<file path="src/rtl/bounce_engine.sv">
`default_nettype none
// +----------------------------------------------------------------------------+
// | Module      : bounce_engine                                                |
// | Description : Bouncing-object demo engine. Moves N_OBJ square objects     |
// |               around the visible area once per frame, bouncing them off    |
// |               the edges. Two debounced pushbuttons raise and lower the    |
// |               speed. Each pixel gets a registered colour, and every        |
// |               bounce produces a sound code that is held for SND_FRAMES.   |
// | Ports       : clk        - system clock                                    |
// |               clr        - synchronous active-high reset                  |
// |               x_px/y_px  - current pixel coordinate from the VGA timing    |
// |               inc_vel    - raw pushbutton, speed up                        |
// |               dec_vel    - raw pushbutton, speed down                      |
// |               color_px   - RGB for the current pixel (1 clk latency)       |
// |               code_sound - 01 horiz, 10 vert, 11 corner, 00 silent        |
// |               mute       - high while code_sound is 00                     |
// |               vel        - live speed setting                              |
// | Revision    : 1.0 - initial release                                        |
// +----------------------------------------------------------------------------+
module bounce_engine #(
  parameter int H_ACTIVE   = 640,
  parameter int V_ACTIVE   = 480,
  parameter int N_OBJ      = 2,
  parameter int OBJ_W      = 32,
  parameter int OBJ_H      = 32,
  parameter int VEL_MAX    = 7,
  parameter int DEB_CYC    = 120000,
  parameter int SND_FRAMES = 8
) (
  input  logic       clk,
  input  logic       clr,
  input  logic [9:0] x_px,
  input  logic [9:0] y_px,
  input  logic       inc_vel,
  input  logic       dec_vel,
  output logic [2:0] color_px,
  output logic [1:0] code_sound,
  output logic       mute,
  output logic [3:0] vel
);

  localparam logic [10:0] X_MAX = 11'(H_ACTIVE - OBJ_W);
  localparam logic [10:0] Y_MAX = 11'(V_ACTIVE - OBJ_H);
  localparam int          DEB_W = $clog2(DEB_CYC + 1);
  localparam int          SND_W = $clog2(SND_FRAMES + 1);

  // ---------------------------------------------------------------------------
  // Frame tick: rising edge of "coordinate is the first blanking position".
  // ---------------------------------------------------------------------------
  logic at_end;
  logic end_seen_q, end_seen_d;
  logic frame_tick;

  always_comb begin
    at_end     = (x_px == 10'(H_ACTIVE)) && (y_px == 10'(V_ACTIVE));
    end_seen_d = at_end;
    frame_tick = at_end && !end_seen_q && !clr;
  end

  always_ff @(posedge clk) begin
    if (clr) end_seen_q <= 1'b0;
    else     end_seen_q <= end_seen_d;
  end

  // ---------------------------------------------------------------------------
  // Button synchronisers and debouncers. Bit 0 = inc, bit 1 = dec.
  // ---------------------------------------------------------------------------
  typedef enum logic [1:0] {
    DB_IDLE  = 2'd0,
    DB_COUNT = 2'd1,
    DB_HELD  = 2'd2
  } db_state_t;

  logic [1:0] btn_raw;
  logic [1:0] btn_pulse;

  assign btn_raw = {dec_vel, inc_vel};

  for (genvar b = 0; b < 2; b++) begin : g_btn
    logic [1:0]       sync_q, sync_d;
    db_state_t        state_q, state_d;
    logic [DEB_W-1:0] cnt_q, cnt_d;
    logic             pulse;

    // The IDLE cycle that sees the input high counts as the first of the
    // DEB_CYC consecutive high cycles, hence COUNT starts at 1.
    always_comb begin
      sync_d  = {sync_q[0], btn_raw[b]};
      state_d = state_q;
      cnt_d   = cnt_q;
      pulse   = 1'b0;
      case (state_q)
        DB_IDLE: begin
          if (sync_q[1]) begin
            state_d = DB_COUNT;
            cnt_d   = DEB_W'(1);
          end
        end
        DB_COUNT: begin
          if (!sync_q[1]) begin
            state_d = DB_IDLE;
          end else if (cnt_q == DEB_W'(DEB_CYC - 1)) begin
            state_d = DB_HELD;
            pulse   = 1'b1;
          end else begin
            cnt_d = cnt_q + 1'b1;
          end
        end
        DB_HELD: begin
          if (!sync_q[1]) state_d = DB_IDLE;
        end
        default: state_d = DB_IDLE;
      endcase
    end

    always_ff @(posedge clk) begin
      if (clr) begin
        sync_q  <= 2'b00;
        state_q <= DB_IDLE;
        cnt_q   <= '0;
      end else begin
        sync_q  <= sync_d;
        state_q <= state_d;
        cnt_q   <= cnt_d;
      end
    end

    assign btn_pulse[b] = pulse & ~clr;
  end

  // ---------------------------------------------------------------------------
  // Speed register (simultaneous inc/dec cancel out).
  // ---------------------------------------------------------------------------
  logic [3:0] vel_q, vel_d;

  always_comb begin
    vel_d = vel_q;
    if (btn_pulse[0] && !btn_pulse[1]) begin
      if (vel_q < 4'(VEL_MAX)) vel_d = vel_q + 4'd1;
    end else if (btn_pulse[1] && !btn_pulse[0]) begin
      if (vel_q != 4'd0) vel_d = vel_q - 4'd1;
    end
  end

  always_ff @(posedge clk) begin
    if (clr) vel_q <= 4'd1;
    else     vel_q <= vel_d;
  end

  // ---------------------------------------------------------------------------
  // Objects. Positions only move on frame_tick, so the speed seen there is the
  // value latched for the whole frame. dx/dy: 1 = right/down.
  // ---------------------------------------------------------------------------
  logic [N_OBJ-1:0] hb;
  logic [N_OBJ-1:0] vb;
  logic [N_OBJ-1:0] hit;

  for (genvar i = 0; i < N_OBJ; i++) begin : g_obj
    logic [9:0]  x_q, x_d, y_q, y_d;
    logic        dx_q, dx_d, dy_q, dy_d;
    logic [10:0] x_sum, y_sum;
    logic        h_hit, v_hit;

    always_comb begin
      x_sum = {1'b0, x_q} + {7'd0, vel_q};
      y_sum = {1'b0, y_q} + {7'd0, vel_q};
      x_d   = x_q;
      y_d   = y_q;
      dx_d  = dx_q;
      dy_d  = dy_q;
      h_hit = 1'b0;
      v_hit = 1'b0;
      if (frame_tick) begin
        if (dx_q) begin
          if (x_sum >= X_MAX) begin
            x_d = X_MAX[9:0]; dx_d = 1'b0; h_hit = 1'b1;
          end else begin
            x_d = x_sum[9:0];
          end
        end else begin
          if ({1'b0, x_q} < {7'd0, vel_q}) begin
            x_d = 10'd0; dx_d = 1'b1; h_hit = 1'b1;
          end else begin
            x_d = x_q - {6'd0, vel_q};
          end
        end
        if (dy_q) begin
          if (y_sum >= Y_MAX) begin
            y_d = Y_MAX[9:0]; dy_d = 1'b0; v_hit = 1'b1;
          end else begin
            y_d = y_sum[9:0];
          end
        end else begin
          if ({1'b0, y_q} < {7'd0, vel_q}) begin
            y_d = 10'd0; dy_d = 1'b1; v_hit = 1'b1;
          end else begin
            y_d = y_q - {6'd0, vel_q};
          end
        end
      end
    end

    always_ff @(posedge clk) begin
      if (clr) begin
        x_q  <= 10'(16 + 64 * i);
        y_q  <= 10'(16 + 48 * i);
        dx_q <= ((i % 2) == 0);
        dy_q <= 1'b1;
      end else begin
        x_q  <= x_d;
        y_q  <= y_d;
        dx_q <= dx_d;
        dy_q <= dy_d;
      end
    end

    assign hb[i]  = h_hit;
    assign vb[i]  = v_hit;
    assign hit[i] = ({1'b0, x_px} >= {1'b0, x_q}) &&
                    ({1'b0, x_px} <  ({1'b0, x_q} + 11'(OBJ_W))) &&
                    ({1'b0, y_px} >= {1'b0, y_q}) &&
                    ({1'b0, y_px} <  ({1'b0, y_q} + 11'(OBJ_H)));
  end

  // ---------------------------------------------------------------------------
  // Pixel colour; scanning from the top index down lets object 0 win overlaps.
  // ---------------------------------------------------------------------------
  logic [2:0] color_q, color_d;

  always_comb begin
    color_d = 3'd0;
    for (int i = N_OBJ - 1; i >= 0; i--) begin
      if (hit[i]) color_d = 3'(i + 1);
    end
  end

  always_ff @(posedge clk) begin
    if (clr) color_q <= 3'd0;
    else     color_q <= color_d;
  end

  // ---------------------------------------------------------------------------
  // Sound FSM.
  // ---------------------------------------------------------------------------
  typedef enum logic {
    SND_IDLE = 1'b0,
    SND_PLAY = 1'b1
  } snd_state_t;

  snd_state_t       snd_q, snd_d;
  logic [1:0]       code_q, code_d;
  logic [SND_W-1:0] frames_q, frames_d;
  logic             mute_q, mute_d;

  always_comb begin
    snd_d    = snd_q;
    code_d   = code_q;
    frames_d = frames_q;
    if (frame_tick) begin
      if ((|hb) || (|vb)) begin
        code_d   = {|vb, |hb};
        frames_d = SND_W'(SND_FRAMES);
        snd_d    = SND_PLAY;
      end else if (snd_q == SND_PLAY) begin
        frames_d = frames_q - 1'b1;
        if (frames_q == SND_W'(1)) begin
          code_d = 2'b00;
          snd_d  = SND_IDLE;
        end
      end
    end
    // Derived from the next code so mute and code_sound change on the same edge.
    mute_d = (code_d == 2'b00);
  end

  always_ff @(posedge clk) begin
    if (clr) begin
      snd_q    <= SND_IDLE;
      code_q   <= 2'b00;
      frames_q <= '0;
      mute_q   <= 1'b1;
    end else begin
      snd_q    <= snd_d;
      code_q   <= code_d;
      frames_q <= frames_d;
      mute_q   <= mute_d;
    end
  end

  assign color_px   = color_q;
  assign code_sound = code_q;
  assign mute       = mute_q;
  assign vel        = vel_q;

endmodule
`default_nettype wire

</file>
<file path="config.mk">
export PLATFORM = sky130hd
export DESIGN_NAME = bounce_engine
export DESIGN_NICKNAME = d
export VERILOG_FILES = /design/src/rtl/bounce_engine.sv
export SDC_FILE = /design/constraint.sdc
export NUM_CORES = 1
export LEC_CHECK = 0
export ABC_AREA = 1
export BUFFER_PORTS_ARGS = -buffer_cell sky130_fd_sc_hd__buf_4
export CAP_MARGIN = 20
export CORE_MARGIN = 2
export CORE_UTILIZATION = 65
export CTS_BUF_LIST = sky130_fd_sc_hd__clkbuf_2 sky130_fd_sc_hd__clkbuf_4 sky130_fd_sc_hd__clkbuf_8
export DETAILED_ROUTE_END_ITERATION = 16
export GPL_TIMING_DRIVEN = 1
export HOLD_SLACK_MARGIN = 0.12
export PLACE_DENSITY = 0.95
export SETUP_SLACK_MARGIN = 0.1
export SLEW_MARGIN = 0
export SYNTH_ARGS = -nofsm -noshare
export SYNTH_HDL_FRONTEND = slang
export SYNTH_SLANG_ARGS = --single-unit
</file>
<file path="constraint.sdc">
create_clock -name clk -period 3.8 [get_ports clk]
set_clock_uncertainty 0.15 [all_clocks]
set_input_delay 0.76 -clock clk [delete_from_list [all_inputs] [get_ports clk]]
set_output_delay 0.76 -clock clk [all_outputs]
set_load 0.005 [all_outputs]
</file>
# Yosys cells after proc, flatten, opt, wreduce, memory -nomap -nowiden
# Index checks and enable logic that the tools add are counted.
[op_classes] add_sub_neg=17 magnitude_cmp=17 eq_ne=20 mux=75 n_bitwise=3 n_reduce_logical=34
[op_table] cell="10-bit 2-to-1 mux" n=12
[op_table] cell="17-bit 2-to-1 mux" n=6
[op_table] cell="17-bit case mux with 2 select lines" n=2
[op_table] cell="10-bit by 4-bit adder with 11-bit output" n=4
[op_table] cell="10-bit by 6-bit adder with 11-bit output (second input constant)" n=4
[op_table] cell="10-bit by 11-bit < comparator with 1-bit output" n=4
[op_table] cell="10-bit >= comparator" n=4
[op_table] cell="10-bit by 4-bit < comparator with 1-bit output" n=4
[op_table] cell="10-bit by 4-bit subtractor with 10-bit output" n=4
[op_table] cell="17-bit by 1-bit adder with 17-bit output (second input constant)" n=2
[op_table] cell="17-bit == test (second input constant)" n=2
[op_table] cell="1-bit 2-to-1 mux" n=34
[op_table] cell="2-bit 2-to-1 mux" n=13
[op_table] cell="4-bit 2-to-1 mux" n=6
[op_table] cell="11-bit by 10-bit >= comparator with 1-bit output (second input constant)" n=2
[op_table] cell="11-bit by 9-bit >= comparator with 1-bit output (second input constant)" n=2
[op_table] cell="2-bit inequality test (second input constant)" n=8
[op_table] cell="2-bit case mux with 3 select lines" n=2
[op_table] cell="1-bit logical AND" n=11
[op_table] cell="10-bit == test (second input constant)" n=1
[op_table] cell="10-bit by 9-bit == test with 1-bit output (second input constant)" n=1
[op_table] cell="2-bit nonzero test" n=5
[op_table] cell="3-bit AND reduction" n=3
[op_table] cell="4-bit AND reduction" n=2
[op_table] cell="other kinds (16)" n=28
[totals] reg_bits=101 in_bits=24 out_inout_bits=10 word_cells=188

# Logic depth before layout (Yosys ltp)
# Gate-level depths: netlist of run 1.
[logic_depth] word_depth=10 depth_mapped=21

# Worst setup path before layout of run 1
# OpenSTA, ideal clock, no wires.
[synth_timing] path_type="reg-to-reg" start="register vel_q[1] (netlist: vel[1])" end="register mute_q (netlist: mute)" setup_time_ps=109 t_arrival_ps=2730 setup_slack_ps=811 path_stages_with_launch=17 path_buffers=0 path_cell_list="dfxtp_1 -> inv_1 -> ha_1 -> nor2_1 -> nand3_1 -> nand3_2 -> nand3_2 -> a21oi_4 -> nand2_4 -> nand2_4 -> nand2_4 -> nor2_1 -> nand3_1 -> nand3_1 -> nand2_1 -> nand2_1 -> inv_1"
[synth_between] elab_chain_len=10
[synth_rtl] item="from (decl)" line="134" text="logic [3:0] vel_q, vel_d;"
[synth_rtl] item="from (signal assigned)" line="147" text="else vel_q <= vel_d;"
[synth_rtl] item="10-bit by 4-bit adder with 11-bit output, on equally long branches" line="165, 166"
[synth_rtl] item="11-bit by 10-bit >= comparator with 1-bit output or 11-bit by 9-bit >= comparator with 1-bit output (tied branches)" line="175, 188"
[synth_rtl] item="1-bit 2-to-1 mux, on equally long branches" line="175, 188"
[synth_rtl] item="1-bit 2-to-1 mux, on equally long branches" line="174, 187"
[synth_rtl] item="1-bit 2-to-1 mux" line="173" text="if (frame_tick) begin"
[synth_rtl] item="2-bit OR reduction" line="260, 261"
[synth_rtl] item="1-bit logical OR" line="260" text="if ((|hb) || (|vb)) begin"
[synth_rtl] item="2-bit 2-to-1 mux *" line="260"
[synth_rtl] item="2-bit 2-to-1 mux *" line="259" text="if (frame_tick) begin"
[synth_rtl] item="2-bit logical NOT *" line="273" text="mute_d = (code_d == 2'b00);"
[synth_rtl] item="to (signal assigned)" line="286" text="mute_q <= mute_d;"
[synth_rtl] item="to (decl)" line="253" text="logic mute_q, mute_d;"
# Mark *: on every way between the ends. The rest lies on a longest branch, timed or not.
# A chain may end at the register's enable or synchronous reset.

# Worst setup path in the final report of run 1
[layout_timing] start="register vel_q[0] (netlist: vel[0])" end="register g_obj[1].x_q[6]"
[layout_between] elab_chain_len=4
[layout_rtl] item="10-bit by 4-bit adder with 11-bit output" line="165" text="x_sum = {1'b0, x_q} + {7'd0, vel_q};"
[layout_rtl] item="11-bit by 10-bit >= comparator with 1-bit output" line="175" text="if (x_sum >= X_MAX) begin"
[layout_rtl] item="10-bit 2-to-1 mux" line="175"
[layout_rtl] item="10-bit 2-to-1 mux *" line="174" text="if (dx_q) begin"
[layout_rtl] item="to (signal assigned)" line="205" text="x_q <= 10'(16 + 64 * i);"
[layout_rtl] item="to (decl)" line="159" text="logic [9:0] x_q, x_d, y_q, y_d;"
# Marked as above.

==> results.md, run 1 <==
* Worst reg2reg startpoint: vel[0]
* Utilization after layout at 0.715
* Detail Placement HPWL at 17700 um
* Post-synthesis cell count at 1311
* Tot GR Track Use at 0.331
* Syn nets at 1451
* Post-synth top area share at 0.227
* Pin count of the biggest net entering global routing at 41
* Hold endpoint: g_btn[1].sync_q[1]
* Total CTS buffers at 9
* Startpoint Class: register
* # rows at 42
* Syn_area_per_cell at 6.80 um2
* Worst Reg-to-Reg Cells at 15
* EDFF count, synth at 0
* Tcrit/Tclk final at 0.855
* Final ANT Viol Nets at 0
* Synth top cells by count: nand2_1, inv_1, ha_1
* # hold bufs at CTS at 0
* # clock sinks at 101
* Fraction of registers with async set/reset at 0
* Clock latency on the worst-skew pair at 410 ps
* Worst EP required at 3950 ps
* Die H at 121 um
* Final hold violation count at 0
* Core area at 13300 um2
* DRT iter0 DRCs at 815
* Maximum fanout along the worst path at 14
* Initial Util at 0.670
* Setup TNS at 0 ps
* First-pass GRT wire length at 39100 um
* Worst-path clk slew at 100 ps
* CTS tree: done
* Ports at 34
* Antenna violations before repair at 0
* Congestion Overflow GR at 0
* Worst reg2reg path endpoint: g_obj[1].x_q[6]
* Beginning of the worst hold path: g_btn[1].sync_q[0]
* Worst Setup Path Type: register to register
* Leak pwr at 4.23 nW
* Fmax at 308 MHz
* Drt first pass iters at 5
* Antenna cells at 0
* Wire per inst at 15.5 um
* PwrDens at 206 nW/um2
* R2R setup slack at 550 ps
* Ys flop type: dfxtp_1
* CTS resizes at 0
* Root Buffer Master: clkbuf_8
* Slew @ Worst Pin at 677 ps
* Post-Place Setup Slack at 621 ps
* Top cells by area, synth: dfxtp_1, ha_1, nand2_1
* Drt drc at 0
* Max cap viols at 0
* Routed vias/inst at 6.06
* Nets at 1478
* IO Port Bufs at 32
* Hold path cells at 2
* Yosys warnings at 0
* Most numerous cell in the Yosys netlist: nand2_1
* Max_slew headroom at 0.548
* Die area at 14700 um2
* Hold crit path type: register to register
* Worst vdd ir at 215 uV
* Layout area overhead at 6.64%
* Unique cell type count in the Yosys netlist at 55
* Run status: finished clean
* Final Max Tran Viols at 0
* H-tree levels at 3
* Sequential element share of the synthesized area at 0.227
* Share of cells above drive strength 1 at 0.0879
* Vias in the first global route at 8539
* CP endpoint kind: register
* Via count at 9200
* Final wirelength at 23500 um
* RD Place Congestion at 1.01
* Final setup margin at 549 ps
* Synth area leader: dfxtp_1
* Setup Buffers After CTS at 0
* Die width at 121 um
* Critical path arrival at 3400 ps
* Final setup viols at 0
* RSZ-0062 raised after global routing: no
* Seq cells post-synth at 101
* Clock Tree Buf Depth at 2
* Synth Cell Area at 8910 um2
* Tmin final at 3250 ps
## critical path, stage by stage, from the launching register on
cell and delay [ps]:
dfxtp_1 720, ha_1 300, fa_1 200, inv_1 40, nand2_1 70, nand2_1 70
a21oi_1 260, nand3_1 210, nor3_2 220, nand3_1 140, nand2_2 210, inv_1 170
nand2_1 90, o21ai_0 100, a21oi_1 120, o21ai_0 90
## how the worst max path moves through the flow
stage	start	to	slack (ps)	cells after the start
floorplan	vel[1]	mute	810	16
global placement	vel[0]	mute	730	16
detailed placement	clr	vel[3]	620	13
CTS	vel[0]	frames_q[2]	650	17
global route	vel[0]	frames_q[2]	230	18
finish	vel[0]	g_obj[1].x_q[6]	550	15
## cells by family (layout without fill, tap and decap cells)
logic type	Yosys count	in the layout	synth area share
AOI/OAI and AO/OA	282	282	0.182
xor gates and xnor gates	38	38	0.0374
adders and majority gates	116	116	0.171
buffers and inverters	214	246	0.0948
DFF	101	101	0.227
other	1	1	0.000421
and+or+nand+nor	559	559	0.288
## cells in the final DEF (no fill, tap or decap), types with 7 or more instances in the layout
cell	instances
xor2_1	32
inv_1	171
buf_4	43
a221oi_1	8
nand2_2	13
a21oi_1	103
inv_2	13
clkbuf_8	10
a31oi_1	26
nand4_1	30
o211ai_1	7
nand3_1	101
fa_1	9
ha_1	107
nor3_1	28
o21ai_0	93
nor2_1	103
dfxtp_1	101
nor4_1	10
nand2_1	235
## stage by stage
stage          cells  cell area [um2]  power [mW]  hold WS (ps)
6_report        1519             9500        1.96           270
5_1_grt         1519             9500        2.02           283
4_1_cts         1519             9500        1.96           267
3_5_place_dp    1503             9310        1.27           249
3_3_place_gp    1503             9310        1.27           251
2_1_floorplan   1311             8910        1.20           238
## sequential cells by signal, indices dropped and copies added (netlist names), 2 cells and up
name and count:
g_obj.y_q 20, g_btn.sync_q 4, g_obj.x_q 20, g_btn.cnt_q 34
color_px 2, g_btn.state_q 4, g_obj.dx_q 2, g_obj.dy_q 2
frames_q 4, vel 4, code_sound 2
## routing by layer
| layer | share of wire | GRT usage | up-vias |
|---|---|---|---|
| met2 | 0.46 | 0.553 | 409 |
| met1 | 0.41 | 0.411 | 4212 |
| met5 | 0 | 0 | - |
| met3 | 0.093 | 0.0681 | 83 |
| met4 | 0.038 | 0.144 | 0 |
| li1 | - | - | 4496 |
## area by class of cell
cell class,instances,area (um2)
Tap cell,176,220
Multi-Input combinational cell,996,6040
Clock inverter,6,51.3
Inverter,187,704
Clock buffer,10,138
Timing Repair Buffer,43,323
Fill cell,1088,3790
Sequential cell,101,2020
## power by group
group / total [mW] / switching [mW] / leakage, nW / internal, mW
sequential: 1.07 / 0.00407 / 0.815 / 1.06
clock: 0.702 / 0.432 / 0.100 / 0.269
combinational: 0.186 / 0.116 / 3.32 / 0.0705
total: 1.96 / 0.552 / 4.23 / 1.40
Note: power is estimated with default switching activity, not from simulation.
==> run 2, diff against run 1 <==
Settings changed: CORE_MARGIN 2 to 1.
==> results.md, run 2 (synthesized netlist as in run 1, its figures left out) <==
* Most flops, register: g_btn.cnt_q
* Total CTS buffers at 9
* CP endpoint kind: register
* Detail Placement HPWL at 17600 um
* Slew @ Worst Pin at 660 ps
* Leak pwr at 4.24 nW
* H-tree levels at 3
* # hold bufs at CTS at 0
* Final hold violation count at 0
* Metal2 WL at 10700 um
* Ports at 34
* CTS resizes at 0
* Run status: finished clean
* Clock latency on the worst-skew pair at 410 ps
* Top Layer Used: met4
* Layout area overhead at 7.02%
* Most frequent cells in the layout: nand2_1, inv_1, ha_1
* Fmax at 306 MHz
* Vias in the first global route at 8807
* Die area at 14200 um2
* Startpoint Class: register
* Largest registers: g_btn.cnt_q: 34 flops, g_obj.x_q: 20 flops, g_obj.y_q: 20 flops
* Share of cells above drive strength 1 at 0.0865
* Via count at 9190
* Max_slew headroom at 0.557
* Worst Reg-to-Reg Cells at 17
* Antenna cells at 0
* Largest register FFs at 34
* Core area at 13300 um2
* Wire per inst at 15.3 um
* Die H at 119 um
* Wl on met1 at 9420 um
* Tot GR Track Use at 0.340
* First-pass GRT wire length at 39100 um
* Worst vdd ir at 166 uV
* PwrDens at 217 nW/um2
* Worst-path clk slew at 110 ps
* Max cap viols at 0
* FILL cells at 1063
* Antenna violations before repair at 0
* Hold path cells at 2
* Crit path from: vel[0]
* Tcrit/Tclk final at 0.860
* Register area at 2020 um2
* Beginning of the worst hold path: g_btn[1].sync_q[0]
* RSZ-0062 raised after global routing: no
* Drt drc at 0
* Drt first pass iters at 6
* # rows at 42
* Tmin final at 3270 ps
* Maximum fanout along the worst path at 14
* Worst reg2reg startpoint: vel[0]
* Setup Buffers After CTS at 0
* Clock Tree Buf Depth at 2
* Initial Util at 0.670
* CTS tree: done
* Final Max Tran Viols at 0
* Root Buffer Master: clkbuf_8
* Final ANT Viol Nets at 0
* Critical path arrival at 3430 ps
* Worst Setup Path Type: register to register
* Met3 WL post-DR at 2020 um
* Worst EP required at 3960 ps
* # clock sinks at 101
* DRT iter0 DRCs at 787
* Die width at 119 um
* Post-Place Setup Slack at 560 ps
* Final wirelength at 23200 um
* RD Place Congestion at 0.975
* Congestion Overflow GR at 0
* Nets at 1476
* Routed vias/inst at 6.06
* Setup TNS at 0 ps
* Hold crit path type: register to register
* Most common cell after layout, fill and taps aside: nand2_1
* Pin count of the biggest net entering global routing at 41
* Footprint of the multi-input gates at 6040 um2
* Final setup margin at 532 ps
* IO Port Bufs at 32
* Final setup viols at 0
## run 2: worst max-delay path: stages, from the launching register on
cell and delay [ps]:
dfxtp_1 750, ha_1 300, fa_1 200, inv_1 40
nand2_1 70, nand2_1 60, a21oi_1 240, nand3_1 110
nor2_1 210, nand2_1 80, nand2_1 280, nand2_1 180
nand2_4 120, o21ai_2 80, nand2_1 110, nand2_1 50
nor2_1 100, nor2_1 50
## run 2: final cells by class
class,count,area share
flip-flops and latches,101,0.212
clock buffers,9,0.0130
inverters,187,0.0739
well taps,176,0.0231
clock inverters,7,0.0119
repair buffers,41,0.0323
multi-input cells,996,0.634
## run 2: metal layers
metal / global-route usage / vias up
li1: - / 4491
met1: 0.416 / 4148
met2: 0.561 / 455
met3: 0.0522 / 96
met4: 0.209 / 0
met5: 0 / -
## run 2: power breakdown
| part | total (mW) | switching (mW) | internal [mW] |
|---|---|---|---|
| Sequential | 1.07 | 0.00386 | 1.06 |
| Clock | 0.818 | 0.431 | 0.387 |
| Combinational | 0.185 | 0.115 | 0.0699 |
| Total | 2.07 | 0.551 | 1.52 |
## run 2: metrics by stage
step                instance area [um2]  power, mW  std cells  hold WS, ps  utilization
floorplan                          8910       1.20       1311          238            -
global placement                   9300       1.26       1501          245        0.699
detailed placement                 9300       1.27       1501          245        0.699
CTS                                9530       2.07       1517          265        0.717
global route                       9530       2.15       1517          287        0.717
finish                             9530       2.07       1517          263        0.717
## run 2: worst paths after layout
check / end / slack [ps]
min: g_btn[1].sync_q[1] / 260
max reg2reg: frames_q[2] / 530
min reg2reg: g_btn[1].sync_q[1] / 260
max: frames_q[2] / 530
